$ cat config.mk
export PLATFORM = sky130hd
export DESIGN_NAME = sam_mem_arbiter
export DESIGN_NICKNAME = d
export VERILOG_FILES = /design/src/rtl/sam_mem_pkg.sv /design/src/rtl/sam_arb_pick.sv /design/src/rtl/sam_mem_arbiter.sv
export SDC_FILE = /design/constraint.sdc
export NUM_CORES = 1
export LEC_CHECK = 0
export BUFFER_PORTS_ARGS = -buffer_cell sky130_fd_sc_hd__buf_2
export CORE_MARGIN = 4
export CORE_UTILIZATION = 50
export DETAILED_ROUTE_END_ITERATION = 8
export PLACE_DENSITY = 0.95
export SYNTH_ARGS = -nofsm -noshare
export SYNTH_HDL_FRONTEND = slang
export SYNTH_SLANG_ARGS = --single-unit
$ cat constraint.sdc
create_clock -name clk -period 6.96 [get_ports clk]
set_input_delay 0.348 -clock clk [delete_from_list [all_inputs] [get_ports clk]]
set_output_delay 0.348 -clock clk [all_outputs]
set_load 0.02 [all_outputs]
$ cat src/rtl/sam_mem_pkg.sv
// Shared types for the sam_rv32i memory arbiter.
// FSM states, port ownership and default widths.
package sam_mem_pkg;

  localparam int SAM_AW  = 32;
  localparam int SAM_DW  = 32;
  localparam int SAM_BEW = 4;

  typedef enum logic [1:0] {
    ST_IDLE,
    ST_ISSUE,
    ST_WAIT,
    ST_RESP
  } state_e;

  typedef enum logic {
    OWN_IF,
    OWN_D
  } owner_e;

endpackage

$ cat src/rtl/sam_arb_pick.sv
// Grant decision between fetch and data ports.
// Data wins unless fetch has waited MAX_DSTREAK data grants.
module sam_arb_pick #(
  parameter int MAX_DSTREAK = 4,
  parameter int SW          = $clog2(MAX_DSTREAK + 1)
) (
  input  logic          if_req_i,
  input  logic          d_req_i,
  input  logic [SW-1:0] dstreak_i,
  output logic          grant_if_o,
  output logic          grant_d_o
);

  logic at_max;

  assign at_max     = (dstreak_i == SW'(MAX_DSTREAK));
  assign grant_d_o  = d_req_i & ~(if_req_i & at_max);
  assign grant_if_o = if_req_i & ~grant_d_o;

endmodule

$ cat src/rtl/sam_mem_arbiter.sv
// Single-port memory arbiter for IF and MEM stages.
// One access in flight; data priority with fetch anti-starvation.
module sam_mem_arbiter
  import sam_mem_pkg::*;
#(
  parameter int AW          = SAM_AW,
  parameter int DW          = SAM_DW,
  parameter int MEM_LAT     = 2,
  parameter int MAX_DSTREAK = 4
) (
  input  logic          clk,
  input  logic          RN,
  input  logic          if_req,
  input  logic [AW-1:0] if_addr,
  output logic          if_ack,
  output logic [DW-1:0] if_rdata,
  input  logic          d_req,
  input  logic          d_we,
  input  logic [AW-1:0] d_addr,
  input  logic [DW-1:0] d_wdata,
  input  logic [3:0]    d_be,
  output logic          d_ack,
  output logic [DW-1:0] d_rdata,
  output logic          mem_en,
  output logic          mem_we,
  output logic [AW-1:0] mem_addr,
  output logic [DW-1:0] mem_wdata,
  output logic [3:0]    mem_be,
  input  logic [DW-1:0] mem_rdata,
  output logic          stall_if,
  output logic          stall_mem
);

  localparam int CW = $clog2(MEM_LAT + 1);
  localparam int SW = $clog2(MAX_DSTREAK + 1);

  state_e        state_q;
  owner_e        owner_q;
  logic [CW-1:0] cnt_q;
  logic [SW-1:0] dstreak_q;
  logic [SW-1:0] dstreak_d;
  logic          if_ack_q;
  logic          d_ack_q;
  logic [DW-1:0] if_rdata_q;
  logic [DW-1:0] d_rdata_q;
  logic          mem_en_q;
  logic          mem_we_q;
  logic [AW-1:0] mem_addr_q;
  logic [DW-1:0] mem_wdata_q;
  logic [3:0]    mem_be_q;
  logic          grant_if;
  logic          grant_d;

  sam_arb_pick #(
    .MAX_DSTREAK (MAX_DSTREAK),
    .SW          (SW)
  ) u_pick (
    .if_req_i   (if_req),
    .d_req_i    (d_req),
    .dstreak_i  (dstreak_q),
    .grant_if_o (grant_if),
    .grant_d_o  (grant_d)
  );

  // Streak of data grants that overtook a pending fetch.
  always_comb begin
    dstreak_d = dstreak_q;
    if (grant_d) begin
      if (!if_req)
        dstreak_d = '0;
      else if (dstreak_q != SW'(MAX_DSTREAK))
        dstreak_d = dstreak_q + SW'(1);
    end else if (grant_if) begin
      dstreak_d = '0;
    end
  end

  // Access FSM with latency counter and registered outputs.
  always_ff @(posedge clk or posedge RN) begin
    if (RN) begin
      state_q     <= ST_IDLE;
      owner_q     <= OWN_IF;
      cnt_q       <= '0;
      dstreak_q   <= '0;
      if_ack_q    <= 1'b0;
      d_ack_q     <= 1'b0;
      if_rdata_q  <= '0;
      d_rdata_q   <= '0;
      mem_en_q    <= 1'b0;
      mem_we_q    <= 1'b0;
      mem_addr_q  <= '0;
      mem_wdata_q <= '0;
      mem_be_q    <= '0;
    end else begin
      mem_en_q <= 1'b0;
      if_ack_q <= 1'b0;
      d_ack_q  <= 1'b0;
      unique case (state_q)
        ST_IDLE: begin
          if (grant_if | grant_d) begin
            state_q   <= ST_ISSUE;
            mem_en_q  <= 1'b1;
            dstreak_q <= dstreak_d;
            if (grant_d) begin
              owner_q     <= OWN_D;
              mem_we_q    <= d_we;
              mem_addr_q  <= d_addr;
              mem_wdata_q <= d_wdata;
              mem_be_q    <= d_be;
            end else begin
              owner_q     <= OWN_IF;
              mem_we_q    <= 1'b0;
              mem_addr_q  <= if_addr;
              mem_wdata_q <= '0;
              mem_be_q    <= 4'hF;
            end
          end
        end
        ST_ISSUE: begin
          cnt_q   <= CW'(MEM_LAT);
          state_q <= ST_WAIT;
        end
        ST_WAIT: begin
          cnt_q <= cnt_q - CW'(1);
          if (cnt_q == CW'(1)) begin
            state_q <= ST_RESP;
            if (owner_q == OWN_IF) begin
              if_rdata_q <= mem_rdata;
              if_ack_q   <= 1'b1;
            end else begin
              if (!mem_we_q)
                d_rdata_q <= mem_rdata;
              d_ack_q <= 1'b1;
            end
          end
        end
        ST_RESP: begin
          state_q <= ST_IDLE;
        end
        default: begin
          state_q <= ST_IDLE;
        end
      endcase
    end
  end

  assign if_ack    = if_ack_q;
  assign d_ack     = d_ack_q;
  assign if_rdata  = if_rdata_q;
  assign d_rdata   = d_rdata_q;
  assign mem_en    = mem_en_q;
  assign mem_we    = mem_we_q;
  assign mem_addr  = mem_addr_q;
  assign mem_wdata = mem_wdata_q;
  assign mem_be    = mem_be_q;
  assign stall_if  = if_req & ~if_ack_q;
  assign stall_mem = d_req & ~d_ack_q;

endmodule
---- Yosys cells after proc, flatten, opt, wreduce, memory -nomap -nowiden ----
Index checks and enable logic that the tools add are counted.
cells by class
  reduce and logical (&&, ||, !) cells .... 8
  equal/unequal tests ..................... 9
  muxes and demuxes ....................... 21
  bitwise logic cells ..................... 12
  div/mod/pow operators ................... 0
  order comparisons ....................... 0
  multiply operators ...................... 0
  shift-type cells ........................ 0
  add/subtract/negate cells ............... 2
operators by type and width
  cell                                                   count
  2-to-1 mux 32 bit                                      2
  2-to-1 mux 3 bit                                       4
  2-to-1 mux 1 bit                                       10
  one-hot mux 2 bit (4 select lines)                     1
  AND reduction 4 bit                                    2
  NOT 1 bit                                              6
  bitwise AND 1 bit                                      5
  equality test 2 x 1 -> 1 bit, second input constant    2
  equality test 2 bit, second input constant             2
  2-to-1 mux 2 bit                                       2
  2-to-1 mux 4 bit                                       1
  inequality test 2 bit, second input constant           2
  one-hot mux 2 bit (2 select lines)                     1
  AND reduction 2 bit                                    2
  nonzero test 2 bit                                     2
  adder 3 x 1 -> 3 bit, second input constant            1
  equality test 3 bit, second input constant             1
  inequality test 3 x 2 -> 1 bit, second input constant  1
  inequality test 3 bit, second input constant           1
  AND reduction 3 bit                                    1
  zero test 2 bit                                        1
  subtractor 2 x 1 -> 2 bit, second input constant       1
  bitwise OR 1 bit                                       1
storage, ports and cells
  input port bits ......................... 137
  bits in read-only memories .............. 0
  memories ................................ 0
  register bits ........................... 144
  output and inout bits ................... 138
  logic and storage cells ................. 65
  bits in latches ......................... 0
  RAM bits ................................ 0

---- Longest topological paths before layout ----
  depth in word-level cells ............... 9
  depth in mapped cells ................... 9
  gate-level depth less buffers ........... 6

---- Cells and area by module ----
Synthesis repeated with hierarchy kept, for this count alone.
second synthesis, totals
  cells, all modules ...................... 493
  area, all modules ....................... 5,972.0 um^2
modules (own cells, without submodules)
  module           times used  area each (um^2)  seq. area each (um^2)  cells each
  sam_mem_arbiter  1           5,939.4           3,603.5                489
  sam_arb_pick     1           32.5              0.0                    4

---- Worst setup path before layout ----
Ideal clock, no wire load.
  kind .................................... reg2reg
  start point ............................. register state_q[0]
  end point ............................... register if_rdata_q[10] (netlist: if_rdata[10])
  cell stages (with the launch flop) ...... 8
  slack ................................... 5,194 ps
  setup time .............................. 125 ps
  arrival time ............................ 1,641 ps
  path buffers ............................ 2
  data required time ...................... 6,835 ps
  cells stage by stage .................... dfrtp_1 > inv_1 > ha_1 > inv_2 > or3_1 > buf_6 > buf_6 > mux2_4
between the ends
  longest elaborated chain between the ends .. 2
ends and longest elaborated chain
  element                               RTL line                source
  start, declared                       sam_mem_arbiter.sv:37   state_e state_q;
  start signal, assigned                sam_mem_arbiter.sv:81   state_q <= ST_IDLE;
  start signal, assigned                sam_mem_arbiter.sv:101  state_q <= ST_ISSUE;
  start signal, assigned                sam_mem_arbiter.sv:121  state_q <= ST_WAIT;
  equality test 2 bit                   sam_mem_arbiter.sv:98   unique case (state_q)
  AND reduction 3 bit (no source line)  n/a
  end signal, assigned                  sam_mem_arbiter.sv:128  if_rdata_q <= mem_rdata;
  end, declared                         sam_mem_arbiter.sv:44   logic [DW-1:0] if_rdata_q;
Every way passes these cells.
A chain may end at the register's enable or synchronous reset.

---- Final worst setup path ----
  start point ............................. register state_q[0]
  end point ............................... register mem_addr_q[17] (netlist: mem_addr[17])
between the ends
  longest elaborated chain between the ends .. 2
ends and longest elaborated chain
  element                               RTL line                source
  zero test 2 bit                       sam_mem_arbiter.sv:98
  AND reduction 2 bit (no source line)  n/a
  end signal, assigned                  sam_mem_arbiter.sv:107  mem_addr_q <= d_addr;
  end signal, assigned                  sam_mem_arbiter.sv:113  mem_addr_q <= if_addr;
  end, declared                         sam_mem_arbiter.sv:48   logic [AW-1:0] mem_addr_q;
Every way passes these cells.

==> summary.md <==
| Metric | Value |
|---|---|
| Mapped cell area | 0.00591 sq mm |
| Layout cells sized above 1 | 0.525 |
| DP Wirelength | 11,800 um |
| Crit path cell chain | inv_1, ha_1, buf_4, o21ai_4, buf_4, inv_1, buf_4, nand2_1, o211ai_1 |
| Synth Instances | 453 |
| Fin. max-slew vios | 0 |
| Cell taking the most area after synthesis | dfrtp_1 |
| # diodes | 0 |
| FFs w/ async S/R, synth | 1.00 |
| Largest net degree at the start of global routing | 77 |
| Average via count per standard cell | 5.46 |
| Synth unique cells | 31 |
| Wire per inst | 19.5 um |
| Clock transition at path regs | 60 ps |
| Initial antenna violation count | 1 |
| Count leader, synth | dfrtp_1 |
| Leak pwr | 4.09 nW |
| Worst setup path category | reg -> reg |
| Initial core utilization | 0.514 |
| Number of synthesized register bits | 144 |
| Post-synth top cells | dfrtp_1 (144), nand2_1 (67), mux2_2 (35), a22o_1 (33) |
| Row cnt | 39 |
| CTS Hold Bufs | 0 |
| Clock Tree Buf Depth | 2 |
| Vias post-DR | 4,753 |
| CTS sink cnt | 144 |
| Area delta synth->final | 34.7% |
| Crit path capture type | flip-flop |
| Run status | complete, no violations |
| Resize count post-CTS | 0 |
| Port bufs | 274 |
| Worst setup SP type | flip-flop |
| EDFF count, synth | 0 |
| Cts bufs inserted | 17 |
| DRC Markers | 0 |
| Root Driver | clkbuf_16 |
| Die X | 117 um |
| MaxCap Viol Count | 0 |
| Clock Latency Late Sink | 410 ps |
| DR iter-0 viols | 471 |
| Final Power | 4.19 mW |
| Register area share after synthesis | 0.609 |
| Fin Hold WS | 9.88 ps |
| Total iterations of the first detailed-routing run | 6 |
| Fmax achieved | 401 MHz |
| Pwr per Cell Area | 526 mW/mm^2 |
| Hold crit path type | in -> async |
| Tmin final | 2490 ps |
| Top_reg_cell synth | dfrtp_1 |
| Nets | 857 |
| CTS tree | yes |
| Post-Syn Area per Cell | 13.1 sq um |
| CP arrival | 2730 ps |
| Core Region | 0.0115 sq mm |
| First-pass GRT wire length | 25,100 um |
| DRT antenna net count | 0 |
| Total negative slack | 0 ps |
| Syn Nets | 596 |
| Chip height | 117 um |
| WL final | 17,000 um |
| Max VDD drop | 0.228 mV |
| Setup WS post-layout | 4470 ps |
| Setup violators final | 0 |
| Ports | 275 |
| Postcts setup bufs | 0 |
| GRT Total Usage | 0.241 |
| Htree depth | 4 |
| Routability congestion estimate | 0.812 |
| Vias in the first global route | 4,755 |
| Final Hold Violating Endpoints | 0 |
| Worst-Margin Slew | 1210 ps |
| Most numerous cell on the critical path | buf_4 |
| Worst Path Max Fanout | 69 |
| Critical Path RT | 7200 ps |
| Tcrit/Tclk final | 0.358 |
| Top post-synthesis cells by area | dfrtp_1 (61%), mux2_4 (7.4%), mux2_2 (6.7%), a22o_1 (4.9%), nand2_1 (4.3%) |
| Placement Setup Slack | 4510 ps |
| CP peak stage delay | 590 ps |
| Die area | 0.0136 sq mm |
| Synth top area share | 0.609 |
| Synth Warn # | 0 |
| Slew margin rel. | 0.190 |
| Worst Skew | 7.95 ps |
| Fill cells | 820 |
| GR Overflow Total | 0 |
| RSZ-0062 raised after global routing | false |
| Slowest CP cell | buf_4 |
report_power, final:
group	switching (mW)	internal (mW)
combinational	1.06	0.700
sequential	0.225	1.24
clock	0.362	0.604
layer usage:
| layer | wire, um | vias to the layer above | track usage |
|---|---|---|---|
| li1 | - | 2150 | - |
| met1 | 6210 | 2343 | 0.274 |
| met2 | 8930 | 238 | 0.431 |
| met3 | 1560 | 20 | 0.0751 |
| met4 | 274 | 2 | 0.0749 |
| met5 | 10 | - | 0 |
critical path: cells and delay by family (launching register included):
family / cells / cell delay, ps
and+or+nand+nor: 1 / 140
AOI/OAI and AO/OA: 2 / 180
adders and majority gates: 1 / 200
DFF: 1 / 350
buffers and inverters: 5 / 1410
layout by cell type (no fill, tap or decap), drive strengths merged:
cell / netlist / final
nand2b: 1 / 1
nand4: 32 / 32
nor2b: 2 / 2
o32a: 1 / 1
a22o: 33 / 33
a31o: 1 / 1
bufinv: 0 / 4
o22a: 4 / 4
nor3b: 1 / 1
buf: 22 / 281
and2: 1 / 1
a32o: 2 / 2
o211ai: 32 / 32
mux2i: 1 / 1
ha: 6 / 6
clkinv: 0 / 2
clkinvlp: 0 / 5
dfrtp: 144 / 144
o21ai: 3 / 3
nand3: 2 / 2
inv: 10 / 14
mux2: 65 / 65
and3: 2 / 2
nand2: 67 / 67
xor2: 1 / 1
or3: 1 / 1
nor2: 1 / 1
clkbuf: 17 / 17
a21oi: 1 / 1
logic make-up after synthesis:
logic type                 synth area share
DFF                                   0.609
and+or+nand+nor                      0.0874
AOI/OAI and AO/OA                     0.105
muxes                                 0.144
buffers and inverters                0.0400
adders and majority gates            0.0127
xor gates and xnor gates            0.00148
layout make-up:
cell class	count	area, sq um	area share
multi-input combinational	260	2090	0.262
tap	143	179	0.0225
sequential	144	3600	0.452
timing repair buffer	281	1420	0.179
clock buffer	17	425	0.0534
inverter	10	42.5	0.00534
clock inverter	15	206	0.0259
final timing paths:
path,start,end,slack (ps),depth (start not counted)
setup / recovery,state_q[0],mem_addr[17],4470,9
hold / removal,RN,d_rdata[20],10,2
setup reg to reg,state_q[0],mem_addr[17],4470,9
hold reg to reg,cnt_q[0],cnt_q[0],490,1
max in group asynchronous,RN,mem_addr[14],5550,3
min in group clk,d_be[3],mem_be[3],140,2
registers in the layout, indices dropped and copies added, names as in the netlist:
name / flops
cnt_q: 2
owner_q: 1
mem_en: 1
d_rdata: 32
state_q: 2
mem_be: 4
if_ack: 1
mem_addr: 32
dstreak_q: 3
mem_wdata: 32
d_ack: 1
mem_we: 1
if_rdata: 32
metrics by stage:
| step | utilization | instance area [sq um] | cells |
|---|---|---|---|
| after floorplan | - | 5910 | 453 |
| after global placement | 0.637 | 7340 | 838 |
| after detailed placement | 0.637 | 7340 | 838 |
| after CTS | 0.692 | 7970 | 870 |
| after global routing | 0.692 | 7970 | 870 |
| final | 0.692 | 7970 | 870 |
Power figures use the tool's default switching activity.
